### config.mk
export PLATFORM = sky130hd
export DESIGN_NAME = cpu_sequencer
export DESIGN_NICKNAME = d
export VERILOG_FILES = /design/src/rtl/cpu_pkg.sv /design/src/rtl/cpu_sequencer_prog_buffer.sv /design/src/rtl/cpu_sequencer.sv
export SDC_FILE = /design/constraint.sdc
export NUM_CORES = 1
export LEC_CHECK = 0
export BUFFER_PORTS_ARGS = -buffer_cell sky130_fd_sc_hd__clkbuf_2
export CAP_MARGIN = 15
export CORE_MARGIN = 2
export CORE_UTILIZATION = 55
export DETAILED_ROUTE_END_ITERATION = 10
export PLACE_DENSITY = 0.73
export REMOVE_ABC_BUFFERS = 1
export SYNTH_ARGS = -nofsm -noshare
export SYNTH_HDL_FRONTEND = slang
export SYNTH_SLANG_ARGS = --single-unit
### constraint.sdc
create_clock -name clk -period 3.7 [get_ports clk]
set_input_delay 0.925 -clock clk [delete_from_list [all_inputs] [get_ports clk]]
set_output_delay 0.925 -clock clk [all_outputs]
set_load 0.02 [all_outputs]
### src/rtl/cpu_pkg.sv
// Shared definitions for the cpu instruction sequencer: opcode classes,
// sequencer states and the no-op instruction driven while idle.
package cpu_pkg;

    localparam logic [1:0] CLS_ALU  = 2'b00;
    localparam logic [1:0] CLS_MEM  = 2'b01;
    localparam logic [1:0] CLS_LDI  = 2'b10;
    localparam logic [1:0] CLS_HALT = 2'b11;

    localparam logic [7:0] IDLE_INSTR_DEF = 8'hC0;

    typedef enum logic [1:0] {
        ST_IDLE,
        ST_FETCH,
        ST_ISSUE,
        ST_FINISH
    } seq_state_e;

    function automatic int max3(input int a, input int b, input int c);
        int m;
        m = (a > b) ? a : b;
        return (m > c) ? m : c;
    endfunction

endpackage

### src/rtl/cpu_sequencer_prog_buffer.sv
// Program store: DEPTH x 8 words, one write port and one registered read port.
// A write to the address being read is forwarded so the next fetch sees it.
module prog_buffer #(
    parameter int DEPTH = 16,
    parameter int AW    = $clog2(DEPTH)
) (
    input  logic          clk,
    input  logic          we_i,
    input  logic [AW-1:0] waddr_i,
    input  logic [7:0]    wdata_i,
    input  logic [AW-1:0] raddr_i,
    output logic [7:0]    rdata_o
);

    logic [7:0] mem_q [DEPTH];
    logic [7:0] rdata_q;

    always_ff @(posedge clk) begin
        if (we_i) begin
            mem_q[waddr_i] <= wdata_i;
        end
        if (we_i && (waddr_i == raddr_i)) begin
            rdata_q <= wdata_i;
        end else begin
            rdata_q <= mem_q[raddr_i];
        end
    end

    assign rdata_o = rdata_q;

endmodule

### src/rtl/cpu_sequencer.sv
// Instruction sequencer: walks the program buffer and holds each instruction on
// the cpu userinput bus for a class-dependent number of cycles.
module cpu_sequencer
    import cpu_pkg::*;
#(
    parameter int         DEPTH      = 16,
    parameter int         CYC_LDI    = 2,
    parameter int         CYC_MEM    = 5,
    parameter int         CYC_ALU    = 4,
    parameter logic [7:0] IDLE_INSTR = IDLE_INSTR_DEF,
    localparam int        AW         = $clog2(DEPTH)
) (
    input  logic          clk,
    input  logic          rst,
    input  logic          prog_we,
    input  logic [AW-1:0] prog_addr,
    input  logic [7:0]    prog_data,
    input  logic          start,
    input  logic          abort,
    output logic [7:0]    instr_out,
    output logic          instr_valid,
    output logic [AW-1:0] pc,
    output logic          busy,
    output logic          done,
    output logic          wr_err
);

    localparam int CW = $clog2(max3(CYC_LDI, CYC_MEM, CYC_ALU)) + 1;

    seq_state_e    state_q;
    logic [AW-1:0] pc_q;
    logic [CW-1:0] hold_q;
    logic [7:0]    instr_q;
    logic          valid_q;
    logic          busy_q;
    logic          done_q;
    logic          wr_err_q;

    logic [AW-1:0] rd_addr_d;
    logic [7:0]    rd_data;
    logic          buf_we;
    logic          in_run;

    // Remaining hold cycles after the first one, loaded on ISSUE entry.
    function automatic logic [CW-1:0] hold_load(input logic [1:0] cls);
        case (cls)
            CLS_LDI: hold_load = CW'(CYC_LDI - 1);
            CLS_MEM: hold_load = CW'(CYC_MEM - 1);
            default: hold_load = CW'(CYC_ALU - 1);
        endcase
    endfunction

    assign in_run = (state_q == ST_FETCH) || (state_q == ST_ISSUE);
    assign buf_we = prog_we && !in_run;

    // Read address runs one cycle ahead so the word is ready during FETCH.
    always_comb begin
        rd_addr_d = pc_q;
        if ((state_q == ST_ISSUE) && (hold_q == '0)) begin
            rd_addr_d = pc_q + 1'b1;
        end
    end

    prog_buffer #(
        .DEPTH (DEPTH),
        .AW    (AW)
    ) u_prog_buffer (
        .clk     (clk),
        .we_i    (buf_we),
        .waddr_i (prog_addr),
        .wdata_i (prog_data),
        .raddr_i (rd_addr_d),
        .rdata_o (rd_data)
    );

    always_ff @(posedge clk or posedge rst) begin
        if (rst) begin
            state_q  <= ST_IDLE;
            pc_q     <= '0;
            hold_q   <= '0;
            instr_q  <= IDLE_INSTR;
            valid_q  <= 1'b0;
            busy_q   <= 1'b0;
            done_q   <= 1'b0;
            wr_err_q <= 1'b0;
        end else begin
            done_q   <= 1'b0;
            wr_err_q <= prog_we && in_run;
            if (abort) begin
                state_q <= ST_IDLE;
                pc_q    <= '0;
                hold_q  <= '0;
                instr_q <= IDLE_INSTR;
                valid_q <= 1'b0;
                busy_q  <= 1'b0;
            end else begin
                case (state_q)
                    ST_IDLE: begin
                        if (start) begin
                            state_q <= ST_FETCH;
                            busy_q  <= 1'b1;
                        end
                    end
                    ST_FETCH: begin
                        if (rd_data[7:6] == CLS_HALT) begin
                            state_q <= ST_FINISH;
                            busy_q  <= 1'b0;
                            done_q  <= 1'b1;
                        end else begin
                            state_q <= ST_ISSUE;
                            instr_q <= rd_data;
                            valid_q <= 1'b1;
                            hold_q  <= hold_load(rd_data[7:6]);
                        end
                    end
                    ST_ISSUE: begin
                        if (hold_q == '0) begin
                            instr_q <= IDLE_INSTR;
                            valid_q <= 1'b0;
                            if (pc_q == AW'(DEPTH - 1)) begin
                                state_q <= ST_FINISH;
                                busy_q  <= 1'b0;
                                done_q  <= 1'b1;
                            end else begin
                                state_q <= ST_FETCH;
                                pc_q    <= pc_q + 1'b1;
                            end
                        end else begin
                            hold_q <= hold_q - 1'b1;
                        end
                    end
                    ST_FINISH: begin
                        state_q <= ST_IDLE;
                        pc_q    <= '0;
                    end
                    default: begin
                        state_q <= ST_IDLE;
                        pc_q    <= '0;
                        busy_q  <= 1'b0;
                    end
                endcase
            end
        end
    end

    assign instr_out   = instr_q;
    assign instr_valid = valid_q;
    assign pc          = pc_q;
    assign busy        = busy_q;
    assign done        = done_q;
    assign wr_err      = wr_err_q;

endmodule

After elaboration in Yosys (flattened, before gate mapping)
Memory sizes are Yosys's and may differ from the RTL's. A register that Yosys moved wholly into a read port is not among the register bits.
Index checks and enable logic that the tools add are counted.
{"block": "word_totals", "mem_bits_rw": 128, "inputBits": 17, "wordCells": 77, "register_bits": 22, "n_memories": 1}
{"block": "op_classes", "n_addsub": 2, "mux": 37, "eq_ne": 14, "n_reduce_logical": 15}
{"name": "u_prog_buffer.mem_q", "words": 16, "word_bits": 8, "read_ports": 1, "rd_ports_with_merged_regs": 1, "wr": 1, "line": "cpu_sequencer_prog_buffer.sv:15", "text": "logic [7:0] mem_q [DEPTH];"}
{"operator": "4-bit two-way mux", "count": 7}
{"operator": "8-bit two-way mux", "count": 3}
{"operator": "4-bit case mux with 2 select lines", "count": 2}
{"operator": "8-bit case mux with 2 select lines", "count": 1}
{"operator": "1-bit two-way mux", "count": 15}
{"operator": "3-bit != test (second input constant)", "count": 4}
{"operator": "3-bit by 2-bit != test with 1-bit output (second input constant)", "count": 3}
{"operator": "3-bit AND reduction", "count": 3}
{"operator": "2-bit equality test (second input constant)", "count": 4}
{"operator": "2-bit two-way mux", "count": 4}
{"operator": "2-bit case mux with 4 select lines", "count": 1}
{"operator": "3-bit case mux with 2 select lines", "count": 1}
{"operator": "3-bit nonzero test", "count": 2}
{"operator": "5-bit AND reduction", "count": 1}
{"operator": "4-bit by 1-bit adder with 4-bit output (second input constant)", "count": 1}
{"operator": "2-bit by 1-bit equality test with 1-bit output (second input constant)", "count": 2}
{"operator": "4-bit equality test (second input constant)", "count": 1}
{"operator": "4-bit zero test", "count": 1}
{"operator": "1-bit case mux with 2 select lines", "count": 2}
{"operator": "4-bit nonzero test", "count": 1}
{"operator": "4-bit by 1-bit subtractor with 4-bit output (second input constant)", "count": 1}
{"operator": "1-bit logical AND", "count": 3}
{"operator": "1-bit case mux with 3 select lines", "count": 1}
{"operator": "2-bit zero test", "count": 1}
{"operator": "other kinds (3)", "count": 3}

Longest topological paths before layout
{"block": "logic_depth", "depth_word": 6, "ltp_mapped": 10}

Modules after synthesis
From an unflattened synthesis, not the netlist that was laid out.
{"block": "unflattened", "hier_cells": 371, "area_unflattened_um2": 6406.1}
{"mod": "prog_buffer", "area_each_um2": 5067.4, "instances": 1, "cells_each": 225}
{"mod": "cpu_sequencer", "area_each_um2": 1338.8, "instances": 1, "cells_each": 146}

Least setup slack after synthesis
OpenSTA, ideal clock, no wires.
{"block": "synth_timing", "kind": "register to register", "from": "register with a tool-made name", "to": "register instr_q[5], in the netlist instr_out[5]", "setup_time_ns": 0.129, "arrival_ns": 2.823, "period_less_slack_ns": 2.951, "path_stages_with_launch": 11, "n_path_buf": 1, "setup_slack_ns": 0.749, "path_cell_list": "dfxtp_1 buf_4 mux4_2 mux2_2 mux2i_2 inv_2 ha_1 and2_1 a211oi_2 nor2_2 a2111o_1"}
{"item": "to (signal assigned)", "line": "cpu_sequencer.sv:111", "text": "instr_q <= rd_data;"}
{"item": "to (decl)", "line": "cpu_sequencer.sv:33", "text": "logic [7:0] instr_q;"}

==> metrics <==
hold buffers post-CTS=0; Pins Over Slew Limit=0; M1 GR Usage=0.291; Routed Antenna Nets=0; Worst Path Required=4.00 ns; grt met2 use=0.354; Die X=112 um; drt first pass iters=4; Mapped Area=0.00638 mm^2; Core Util, Final=0.649; routed vias=3441; die area=0.0125 mm^2; Sw Share=0.287; Routability Congestion=0.848; final hold slack=0.494 ns; std cell rows=39; Final Hold Viols=0; main flop type after synthesis=edfxtp_1; final setup TNS=0 ns; Cell variety after synth=57; share of layout cells above drive strength 1=0.282; total power=5.20 mW; Worst Setup Start Kind=flip-flop; NetSw=roughly 1.5 mW; grt peak-use layer=met2; Cell Int Power=between 3 and 4 mW; family with the most delay on the worst path=multiplexers; total gr overflow=0; Mapped Cells=366; ys async rst share=0.143; final setup vio count=0; Crit Path Category=reg -> reg; DRT iter0 DRCs=about 280; Max Clock Freq=~300 MHz; pwr dens=~700 mW/mm^2; post-route minimum period=3.33 ns; clock sinks=about 150; I/O Buffers=32; Slew @ Worst Pin=between 0.9 and 1 ns; DR vias/cell=approximately 6; crit path cell chain=mux4_2, mux2_2, mux2i_2, inv_2, ha_1, and2_1, a211oi_2, nor2_2, a2111o_1; number of flops mapped to enable cells by yosys=128; Num CTS Buffers=17; sequential fraction of the synthesis area=0.702; commonest non-fill, non-tap cell in the layout=edfxtp_1; Layout Skew=0.0163 ns; Syn-to-layout area delta=15.7%; Leak=2.59 nW; boundary pin count=33; Setup crit end kind=flip-flop; crit-path max cell delay=between 0.6 and 0.7 ns; die height=112 um; clock slew at reported path FFs=0.06 ns; WL final=12600 um; Yosys warning count=0; core area=~0.011 mm^2; GRT Overall Usage=0.219; critical path buffer and inverter count=1; post-route cell area=~0.0074 mm^2; wire length per cell=22.0 um; Clock power frac=0.355; CTS H-tree depth=4; CTS tree=yes; Hold Path Class=reg -> reg; Combinational Power Share=0.227; CTS Buffer Depth=2; vias in the first global route=3601; first-pass GRT wire length=20000 um; sequential power share=0.418; Max stage delay cell, worst path=dfxtp_1; cts repair resizes=0; maximum vdd ir drop=0.000603 V; Final Cycle Share=0.900; Initial Utilization=0.561; most frequent cells in the layout=128 x edfxtp_1, 32 x clkbuf_2, 29 x mux4_2, 28 x nor2_1, 20 x dfrtp_1; CP max FO=11; status=completed; flops & latches, synth=154; worst skew pair latency=0.42 ns; initial antenna violation count=0; largest net degree at the start of global routing=23; CTS root buf=clkbuf_16; GRT met3 Usage=0.0626; crit path DAT=3.63 ns; post-CTS setup repair buffer count=0; DRC=0; Post-DP Area=approximately 0.0067 mm^2; fin nets=roughly 440; Mean Syn Cell Area=17.4 um^2; RSZ-0062 raised after global routing=false; Slew HR=0.343; n_diodes=0; max cap viols=0; final HPWL from detailed placement=8230 um
-- synth_stat cells, drive strengths merged (2+ instances only) --
| cell | instances | area (um^2) |
|---|---|---|
| and3 | 3 | 18.8 |
| a2111o | 3 | 33.8 |
| a311oi | 2 | 17.5 |
| edfxtp | 128 | 3840 |
| nand3b | 2 | 15.0 |
| a221o | 2 | 20.0 |
| or3 | 3 | 18.8 |
| mux4 | 30 | 679 |
| xor2 | 2 | 17.5 |
| xnor2 | 2 | 17.5 |
| mux2i | 14 | 144 |
| dfxtp | 4 | 80.1 |
| a21oi | 5 | 25.0 |
| clkbuf | 6 | 22.5 |
| buf | 8 | 48.8 |
| o31ai | 3 | 22.5 |
| inv | 10 | 37.5 |
| a211oi | 4 | 35.0 |
| nand2b | 5 | 31.3 |
| nor2 | 29 | 111 |
| nor3 | 10 | 55.1 |
| nor4 | 2 | 12.5 |
| a31oi | 2 | 12.5 |
| nor3b | 6 | 45.0 |
| dfstp | 2 | 52.6 |
| nor2b | 5 | 31.3 |
| ha | 9 | 113 |
| o21ai | 6 | 30.0 |
| nand2 | 12 | 45.0 |
| nand4 | 3 | 18.8 |
| nand3 | 3 | 15.0 |
| dfrtp | 20 | 500 |
| and2 | 2 | 12.5 |
| mux2 | 5 | 56.3 |
-- sequential cells by signal (all words and copies together) (netlist names), named ones only --
signal	count
pc	4
instr_valid	1
busy	1
u_prog_buffer.mem_q	128
instr_out	8
state_q	2
wr_err	1
done	1
hold_q	4
-- cell type report --
type	count	area [um^2]
Sequential cell	154	4480
Tap cell	143	179
Clock inverter	15	211
Timing Repair Buffer	45	258
Multi-Input combinational cell	188	1790
Fill cell	777	3990
Inverter	10	37.5
Clock buffer	17	425
-- routing by layer --
metal  up-vias  part of all wire
li1       1557                 -
met1      1759              0.42
met2       113              0.52
met3        12             0.054
met4         0             0.013
met5         -                 0
-- metrics by stage --
stage	setup WS [ns]	std cells
after floorplan	0.174	352
after global placement	0.530	540
after detailed placement	0.418	540
after CTS	0.362	572
after global routing	0.189	572
final	0.371	572
-- kinds of logic after synthesis --
| logic type | synth area share |
|---|---|
| flip-flops | 0.702 |
| AND/OR/NAND/NOR | 0.0773 |
| AO/OA/AOI/OAI | 0.0428 |
| buffers and inverters | 0.0171 |
| adder cells (fa/ha/maj) | 0.0177 |
| multiplexers | 0.138 |
| XOR/XNOR | 0.00549 |
-- worst paths after layout --
| path | slack, ns | cells past startpoint | from | to |
|---|---|---|---|---|
| min in group asynchronous | 0.67 | 2 | rst | instr_out[2] |
| min reg2reg | 0.49 | 1 | instr_valid | instr_valid |
| max | 0.37 | 9 | flip-flop | instr_out[5] |
| max in group asynchronous | 2.48 | 2 | rst | hold_q[2] |
| max reg2reg | 0.37 | 9 | flip-flop | instr_out[5] |
| min | 0.49 | 1 | instr_valid | instr_valid |
-- power groups by stage --
stage | sequential [mW] | clock (mW) | combinational [mW]
after floorplan | 2.29 | 0 | 0.740
after global placement | 2.20 | 0 | 1.17
after detailed placement | 2.21 | 0 | 1.19
after CTS | 2.17 | 1.86 | 1.19
after global routing | 2.20 | 1.95 | 1.29
final | 2.17 | 1.85 | 1.18
(Power assumes the default switching activity.)
